<file path="src/rtl/fifo_wr_arbiter_pkg.sv">
// fifo_arb_pkg: shared FSM state type and the width helper for the FIFO write arbiter
package fifo_arb_pkg;

    typedef enum logic {ST_IDLE, ST_BURST} state_t;

    // Bits needed to index n items (n >= 2), or to count 0..n-1.
    function automatic int clog2(input int n);
        int r;
        r = 0;
        while ((1 << r) < n) r++;
        return r;
    endfunction

endpackage

</file>
<file path="src/rtl/fifo_wr_arbiter_if.sv">
// fifo_wr_arbiter_if: producer handshakes plus the FIFO write port seen by the arbiter
//   i_req_valid/i_req_data/o_req_ready : per-producer valid/ready, producer k at [k*DATA_WIDTH +: DATA_WIDTH]
//   i_fifo_full/o_fifo_wen/o_fifo_wdata : FIFO write port, wdata = {source id, payload}
//   o_grant_id/o_busy                   : current owner or IDLE winner, and burst-in-progress flag
//   master = arbiter side, slave = producers/FIFO side
interface fifo_wr_arbiter_if #(
    parameter int NUM_REQ    = 4,
    parameter int DATA_WIDTH = 8,
    parameter int ID_WIDTH   = fifo_arb_pkg::clog2(NUM_REQ)
);
    logic [NUM_REQ-1:0]            i_req_valid;
    logic [NUM_REQ*DATA_WIDTH-1:0] i_req_data;
    logic [NUM_REQ-1:0]            o_req_ready;
    logic                          i_fifo_full;
    logic                          o_fifo_wen;
    logic [ID_WIDTH+DATA_WIDTH-1:0] o_fifo_wdata;
    logic [ID_WIDTH-1:0]           o_grant_id;
    logic                          o_busy;

    modport master (
        input  i_req_valid, i_req_data, i_fifo_full,
        output o_req_ready, o_fifo_wen, o_fifo_wdata, o_grant_id, o_busy
    );

    modport slave (
        output i_req_valid, i_req_data, i_fifo_full,
        input  o_req_ready, o_fifo_wen, o_fifo_wdata, o_grant_id, o_busy
    );
endinterface

</file>
<file path="src/rtl/fifo_wr_arbiter_rr_priority_pick.sv">
// rr_priority_pick: first set request scanning i_ptr, i_ptr+1, ... (mod NUM_REQ), combinational
//   i_req    : request vector
//   i_ptr    : highest-priority index (must be < NUM_REQ)
//   o_found  : any request set
//   o_winner : chosen index (0 when none)
module rr_priority_pick #(
    parameter int NUM_REQ  = 4,
    parameter int ID_WIDTH = fifo_arb_pkg::clog2(NUM_REQ)
) (
    input  logic [NUM_REQ-1:0]  i_req,
    input  logic [ID_WIDTH-1:0] i_ptr,
    output logic                o_found,
    output logic [ID_WIDTH-1:0] o_winner
);
    // Explicit wrap keeps non-power-of-2 NUM_REQ correct without a divider.
    function automatic int wrap(input int v);
        return (v >= NUM_REQ) ? v - NUM_REQ : v;
    endfunction

    // Scan from the lowest priority upward so the closest-to-ptr request is written last.
    always_comb begin
        o_found  = |i_req;
        o_winner = '0;
        for (int i = NUM_REQ - 1; i >= 0; i--)
            if (i_req[wrap(int'(i_ptr) + i)]) o_winner = ID_WIDTH'(wrap(int'(i_ptr) + i));
    end
endmodule

</file>
<file path="src/rtl/fifo_wr_arbiter.sv">
// fifo_wr_arbiter: round-robin arbiter sharing one FIFO write port among NUM_REQ producers in bursts
//   i_clk   : clock, rising edge
//   i_rst_n : asynchronous active-low reset
//   bus     : producer valid/ready/data in, FIFO full in, FIFO wen/wdata, grant id and busy out
module fifo_wr_arbiter
    import fifo_arb_pkg::*;
#(
    parameter int NUM_REQ    = 4,
    parameter int DATA_WIDTH = 8,
    parameter int BURST_MAX  = 4
) (
    input  logic          i_clk,
    input  logic          i_rst_n,
    fifo_wr_arbiter_if.master bus
);
    localparam int ID_WIDTH  = clog2(NUM_REQ);
    localparam int CNT_WIDTH = clog2(BURST_MAX + 1);

    state_t               state;
    logic [ID_WIDTH-1:0]  owner, ptr, winner, gid;
    logic [CNT_WIDTH-1:0] cnt;
    logic [NUM_REQ-1:0]   ready;
    logic                 found, burst, last;

    rr_priority_pick #(.NUM_REQ(NUM_REQ), .ID_WIDTH(ID_WIDTH)) u_pick (
        .i_req    (bus.i_req_valid),
        .i_ptr    (ptr),
        .o_found  (found),
        .o_winner (winner)
    );

    function automatic logic [ID_WIDTH-1:0] inc(input logic [ID_WIDTH-1:0] x);
        return (int'(x) == NUM_REQ - 1) ? '0 : x + 1'b1;
    endfunction

    assign burst = state == ST_BURST;
    assign gid   = burst ? owner : (found ? winner : '0);
    assign last  = int'(cnt) + 1 == BURST_MAX;

    // In BURST the owner is offered ready even if it has dropped valid; that cycle is the bubble.
    always_comb begin
        ready = '0;
        if (!bus.i_fifo_full && (burst || found)) ready[gid] = 1'b1;
    end

    assign bus.o_req_ready  = ready;
    assign bus.o_fifo_wen   = |(bus.i_req_valid & ready);
    assign bus.o_fifo_wdata = {gid, bus.i_req_data[int'(gid)*DATA_WIDTH +: DATA_WIDTH]};
    assign bus.o_grant_id   = gid;
    assign bus.o_busy       = burst;

    // A full FIFO freezes everything: grant, count and pointer all hold.
    always_ff @(posedge i_clk or negedge i_rst_n) begin
        if (!i_rst_n) begin
            state <= ST_IDLE;
            owner <= '0;
            cnt   <= '0;
            ptr   <= '0;
        end else if (!bus.i_fifo_full) begin
            if (!burst) begin
                if (found) begin
                    owner <= winner;
                    if (BURST_MAX == 1) begin
                        ptr <= inc(winner);
                        cnt <= '0;
                    end else begin
                        state <= ST_BURST;
                        cnt   <= CNT_WIDTH'(1);
                    end
                end
            end else if (!bus.i_req_valid[owner] || last) begin
                state <= ST_IDLE;
                ptr   <= inc(owner);
                cnt   <= '0;
            end else begin
                cnt <= cnt + 1'b1;
            end
        end
    end
endmodule

</file>
<file path="src/flat_wrapper.sv">
// flat-port wrapper written by rule: the top's interface ports become plain ports
module fifo_wr_arbiter_flat import fifo_arb_pkg::*;
#(
    parameter int NUM_REQ    = 4,
    parameter int DATA_WIDTH = 8,
    parameter int BURST_MAX  = 4
)
  (i_clk, i_rst_n, bus_i_req_valid, bus_i_req_data, bus_i_fifo_full, bus_o_req_ready, bus_o_fifo_wen, bus_o_fifo_wdata, bus_o_grant_id, bus_o_busy);
  fifo_wr_arbiter_if #(.NUM_REQ(NUM_REQ), .DATA_WIDTH(DATA_WIDTH)) bus_i ();
  input  logic i_clk;
  input  logic i_rst_n;
  input wire logic [$bits(bus_i.i_req_valid)-1:0] bus_i_req_valid;
  input wire logic [$bits(bus_i.i_req_data)-1:0] bus_i_req_data;
  input wire logic [$bits(bus_i.i_fifo_full)-1:0] bus_i_fifo_full;
  output wire logic [$bits(bus_i.o_req_ready)-1:0] bus_o_req_ready;
  output wire logic [$bits(bus_i.o_fifo_wen)-1:0] bus_o_fifo_wen;
  output wire logic [$bits(bus_i.o_fifo_wdata)-1:0] bus_o_fifo_wdata;
  output wire logic [$bits(bus_i.o_grant_id)-1:0] bus_o_grant_id;
  output wire logic [$bits(bus_i.o_busy)-1:0] bus_o_busy;
  assign bus_i.i_req_valid = bus_i_req_valid;
  assign bus_i.i_req_data = bus_i_req_data;
  assign bus_i.i_fifo_full = bus_i_fifo_full;
  assign bus_o_req_ready = bus_i.o_req_ready;
  assign bus_o_fifo_wen = bus_i.o_fifo_wen;
  assign bus_o_fifo_wdata = bus_i.o_fifo_wdata;
  assign bus_o_grant_id = bus_i.o_grant_id;
  assign bus_o_busy = bus_i.o_busy;
  fifo_wr_arbiter #(.NUM_REQ(NUM_REQ), .DATA_WIDTH(DATA_WIDTH), .BURST_MAX(BURST_MAX)) u_core (.i_clk(i_clk), .i_rst_n(i_rst_n), .bus(bus_i));
endmodule
</file>
<file path="config.mk">
export PLATFORM = sky130hd
export DESIGN_NAME = fifo_wr_arbiter_flat
export DESIGN_NICKNAME = d
export VERILOG_FILES = /design/src/rtl/fifo_wr_arbiter_pkg.sv /design/src/rtl/fifo_wr_arbiter_if.sv /design/src/rtl/fifo_wr_arbiter_rr_priority_pick.sv /design/src/rtl/fifo_wr_arbiter.sv /design/src/flat_wrapper.sv
export SDC_FILE = /design/constraint.sdc
export NUM_CORES = 1
export LEC_CHECK = 0
export BUFFER_PORTS_ARGS = -buffer_cell sky130_fd_sc_hd__buf_4
export CORE_ASPECT_RATIO = 0.8
export CORE_MARGIN = 3
export CORE_UTILIZATION = 31
export DETAILED_ROUTE_END_ITERATION = 8
export PLACE_DENSITY = 0.64
export SLEW_MARGIN = 30
export SYNTH_ARGS = -nofsm -noshare
export SYNTH_HDL_FRONTEND = slang
export SYNTH_SLANG_ARGS = --single-unit
</file>
<file path="constraint.sdc">
create_clock -name i_clk -period 2.9 [get_ports i_clk]
set_input_delay 0.87 -clock i_clk [delete_from_list [all_inputs] [get_ports i_clk]]
set_output_delay 0.87 -clock i_clk [all_outputs]
set_load 0.05 [all_outputs]
</file>
==> summary.md <==
| Metric | Value |
|---|---|
| Final Hold Vio Count | `0` |
| Routability cong. | `about 0.85` |
| Synthesized instance count | `a little under 100` |
| Total core area | `approximately 2800 sq um` |
| Nets | `about 220` |
| Sw power | `between 0.001 and 0.0015 W` |
| Initial DRC count | `36` |
| CP Capture Type | `output port` |
| Util after Layout | `between 60% and 70%` |
| Crit-path max cell delay | `a little over 0.4 ns` |
| Critical path cell sequence | `buf_12 -> nand4b_1 -> o21ai_2 -> o41ai_4 -> buf_12 -> mux2i_2 -> mux2i_4 -> buf_4` |
| I/O pins | `57` |
| Clock network fraction of design power | `under 10%` |
| Failing checks | `negative setup slack` |
| CP Launch Type | `input port` |
| Worst-margin pin slew | `just under 0.4 ns` |
| Yosys top cell by area | `mux2i_1` |
| Worst-path clk slew | `~0.040 ns` |
| Crit path top cell by count | `buf_12` |
| Crit Path Category | `in -> out` |
| Core Rows | `17` |
| Data arrival, critical path | `2.42 ns` |
| Sequential Power Share | `a little under 9%` |
| Die area | `around 3700 sq um` |
| Die height | `around 55 microns` |
| Slowest cell on the critical path | `o41ai_4` |
| Clock latency on the worst-skew pair | `0.23 ns` |
| Share of flip-flops with an asynchronous set or reset | `100%` |
| Reg-to-reg slack, setup | `~1.2 ns` |
| Design Area, Final | `about 1900 sq um` |
| Clock sink total | `8` |
| Initial antenna violation count | `0` |
| Clk root buf | `clkbuf_8` |
| Mean Syn Cell Area | `roughly 9.4 sq um` |
| Critical R2R Launch | `u_core.owner[0]$_DFFE_PN0P_` |
| Num CTS Buffers | `3` |
| Inst Count DP | `204` |
| First-pass GRT wire length | `approximately 4500 microns` |
| Post-synth top area share | `27.9%` |
| Hold crit path type | `in -> async` |
| Max Root-Sink Buffers | `2` |
| Placement Cell Area | `approximately 1700 sq um` |
| DRC violations left | `0` |
| EDFF count, synth | `0` |
| Sw frac | `approximately half` |
| Htree depth | `1` |
| GR Util All Layers | `roughly 16%` |
| Largest net degree at the start of global routing | `18` |
| 1st-pass router iterations | `4` |
| Worst-path fanout max | `17` |
| Vias | `1,056` |
| Antenna-violating nets left | `0` |
| Top-count cell post-synth | `mux2i_1` |
| Ys flop type | `dfrtp_1` |
| GRT overflow | `0` |
| Vias in the first global route | `between 900 and 1,000` |
| Max-slew violations | `0` |
| Syn nets | `141` |
| FF-to-FF path depth | `4` |
| Max Clock Freq | `about 300 MHz` |
| Warnings, synthesis | `0` |
| Max cap viols | `0` |
| Cts hold-fix bufs | `0` |
| Internal | `between 0.001 and 0.0015 W` |
| Clock Skew | `approximately 0.0055 ns` |
| Final min period | `between 3 and 4 ns` |
| Comb pwr share | `between 80% and 90%` |
| P per Cell Area | `about 1300 nW/um^2` |
| Die width | `67.4 microns` |
| Post-Layout Cell Count | `212` |
| Syn Std Cell Area | `between 900 and 1000 sq um` |
| Period utilisation layout | `114%` |
| CTS tree | `done` |
| Initial Util | `between 30% and 40%` |
| Antenna diodes | `0` |
| Synth top area cells | `mux2i_1, dfrtp_1, ha_1` |
| Status | `complete, but fails checks` |
| Syn-to-layout area delta | `108%` |
| Number of port buffers | `56` |
| Leak pwr | `between 0.8 and 0.9 nW` |
| RSZ-0062 raised after global routing | `true` |
| Final setup violating endpoints | `17` |
| Reg2Reg Capture Point | `u_core.ptr[0]$_DFFE_PN0P_` |
| Post-synthesis sequential area ratio | `between 20% and 30%` |
| Seq cells post-synth | `8` |
| Count of cell types in the netlist | `34` |
| Slew HR | `roughly 73%` |
| Via/cell ratio | `around 5.0` |
| Pre-CTS WS | `-0.497 ns` |
| WHS | `around 0.45 ns` |
| Worst vdd ir | `521 uV` |
| Critical path required time | `just over 2 ns` |
| WL final | `around 3200 microns` |
| Wire per inst | `between 15 and 20 microns` |
| HPWL after DPL | `~2600 microns` |
| Synth cell count leaders | `mux2i_1, dfrtp_1, inv_1, nand2_1` |
| Worst setup margin | `-0.395 ns` |
| Share of layout cells above drive strength 1 | `69.0%` |
what timing repair did:
item | 4_1_cts | 5_1_grt
endpoints found under the setup margin | 17 | 17
buffers inserted | 4 | 2
pin swaps | 6 | 3
resized for setup | 33 | 16
placed cells by master (no fill, tap or decap), drive strengths merged, types with 2 or more instances in the layout:
master / synthesis / final
a211oi: 2 / 2
a21o: 2 / 2
a21oi: 2 / 2
and3: 2 / 2
buf: 5 / 77
clkbuf: 0 / 3
dfrtp: 8 / 8
ha: 3 / 3
inv: 6 / 6
mux2: 3 / 3
mux2i: 26 / 26
nand2: 6 / 6
nand3b: 2 / 2
nor2: 5 / 5
nor2b: 3 / 3
nor3: 5 / 5
o21ai: 3 / 3
o22ai: 2 / 2
o31ai: 2 / 2
power groups by stage:
stage          Combinational [W]  Clock, W  Sequential [W]
6_report                 0.00222  0.000134        0.000230
5_1_grt                  0.00233  0.000146        0.000239
4_1_cts                  0.00212  0.000139        0.000228
3_5_place_dp             0.00191         0        0.000229
3_3_place_gp             0.00188         0        0.000227
2_1_floorplan            0.00142         0        0.000243
through the flow:
step	power (W)	setup TNS, ns
after floorplan	0.00166	-3.35
after global placement	0.00211	-5.51
after detailed placement	0.00214	-5.89
after CTS	0.00248	-4.29
after global routing	0.00272	-5.64
final	0.00259	-4.74
metal layers:
layer	wire length, microns	GRT usage [%]	share of wire (%)
met1	1450	23.3	45
met2	1670	26.1	52
met3	92	3.03	2.9
met4	0	2.02	0
met5	0	0	0
cells by family (layout without fill, tap and decap cells):
| kind of cell | after synthesis | after routing | synth area share, % |
|---|---|---|---|
| AO/OA/AOI/OAI | 19 | 19 | 16.6 |
| adder cells (fa/ha/maj) | 3 | 3 | 4.02 |
| buffers and inverters | 11 | 86 | 6.97 |
| flip-flops | 8 | 8 | 21.4 |
| multiplexers | 30 | 30 | 34.3 |
| AND/OR/NAND/NOR | 28 | 28 | 16.6 |
worst max path at each step:
stage,start,endpoint,cells after the start
after floorplan,bus_i_req_valid[0],bus_o_fifo_wen,6
after global placement,bus_i_req_valid[0],bus_o_fifo_wen,9
after detailed placement,bus_i_req_valid[3],bus_o_fifo_wdata[3],8
after CTS,bus_i_req_valid[3],bus_o_fifo_wdata[2],8
after global routing,bus_i_req_valid[3],bus_o_fifo_wdata[3],8
final,bus_i_req_valid[3],bus_o_fifo_wdata[3],8
layout make-up:
cell class | instances | area [sq um]
repair buffers | 77 | 717
clock buffers | 3 | 41.3
inverters | 6 | 27.5
flip-flops and latches | 8 | 200
well taps | 38 | 47.5
fillers | 222 | 870
multi-input cells | 80 | 905
state kept, by name, summed over array words and instances (netlist names):
name / flops
u_core.owner: 2
u_core.cnt: 3
u_core.ptr: 2
u_core.bus.o_busy: 1
critical path, delay by kind of cell:
family                 cells  cell delay [ns]
AOI/OAI and AO/OA          2             0.50
buffers and inverters      3             0.54
muxes                      2             0.39
and+or+nand+nor            1             0.12
Power figures use the tool's default switching activity.
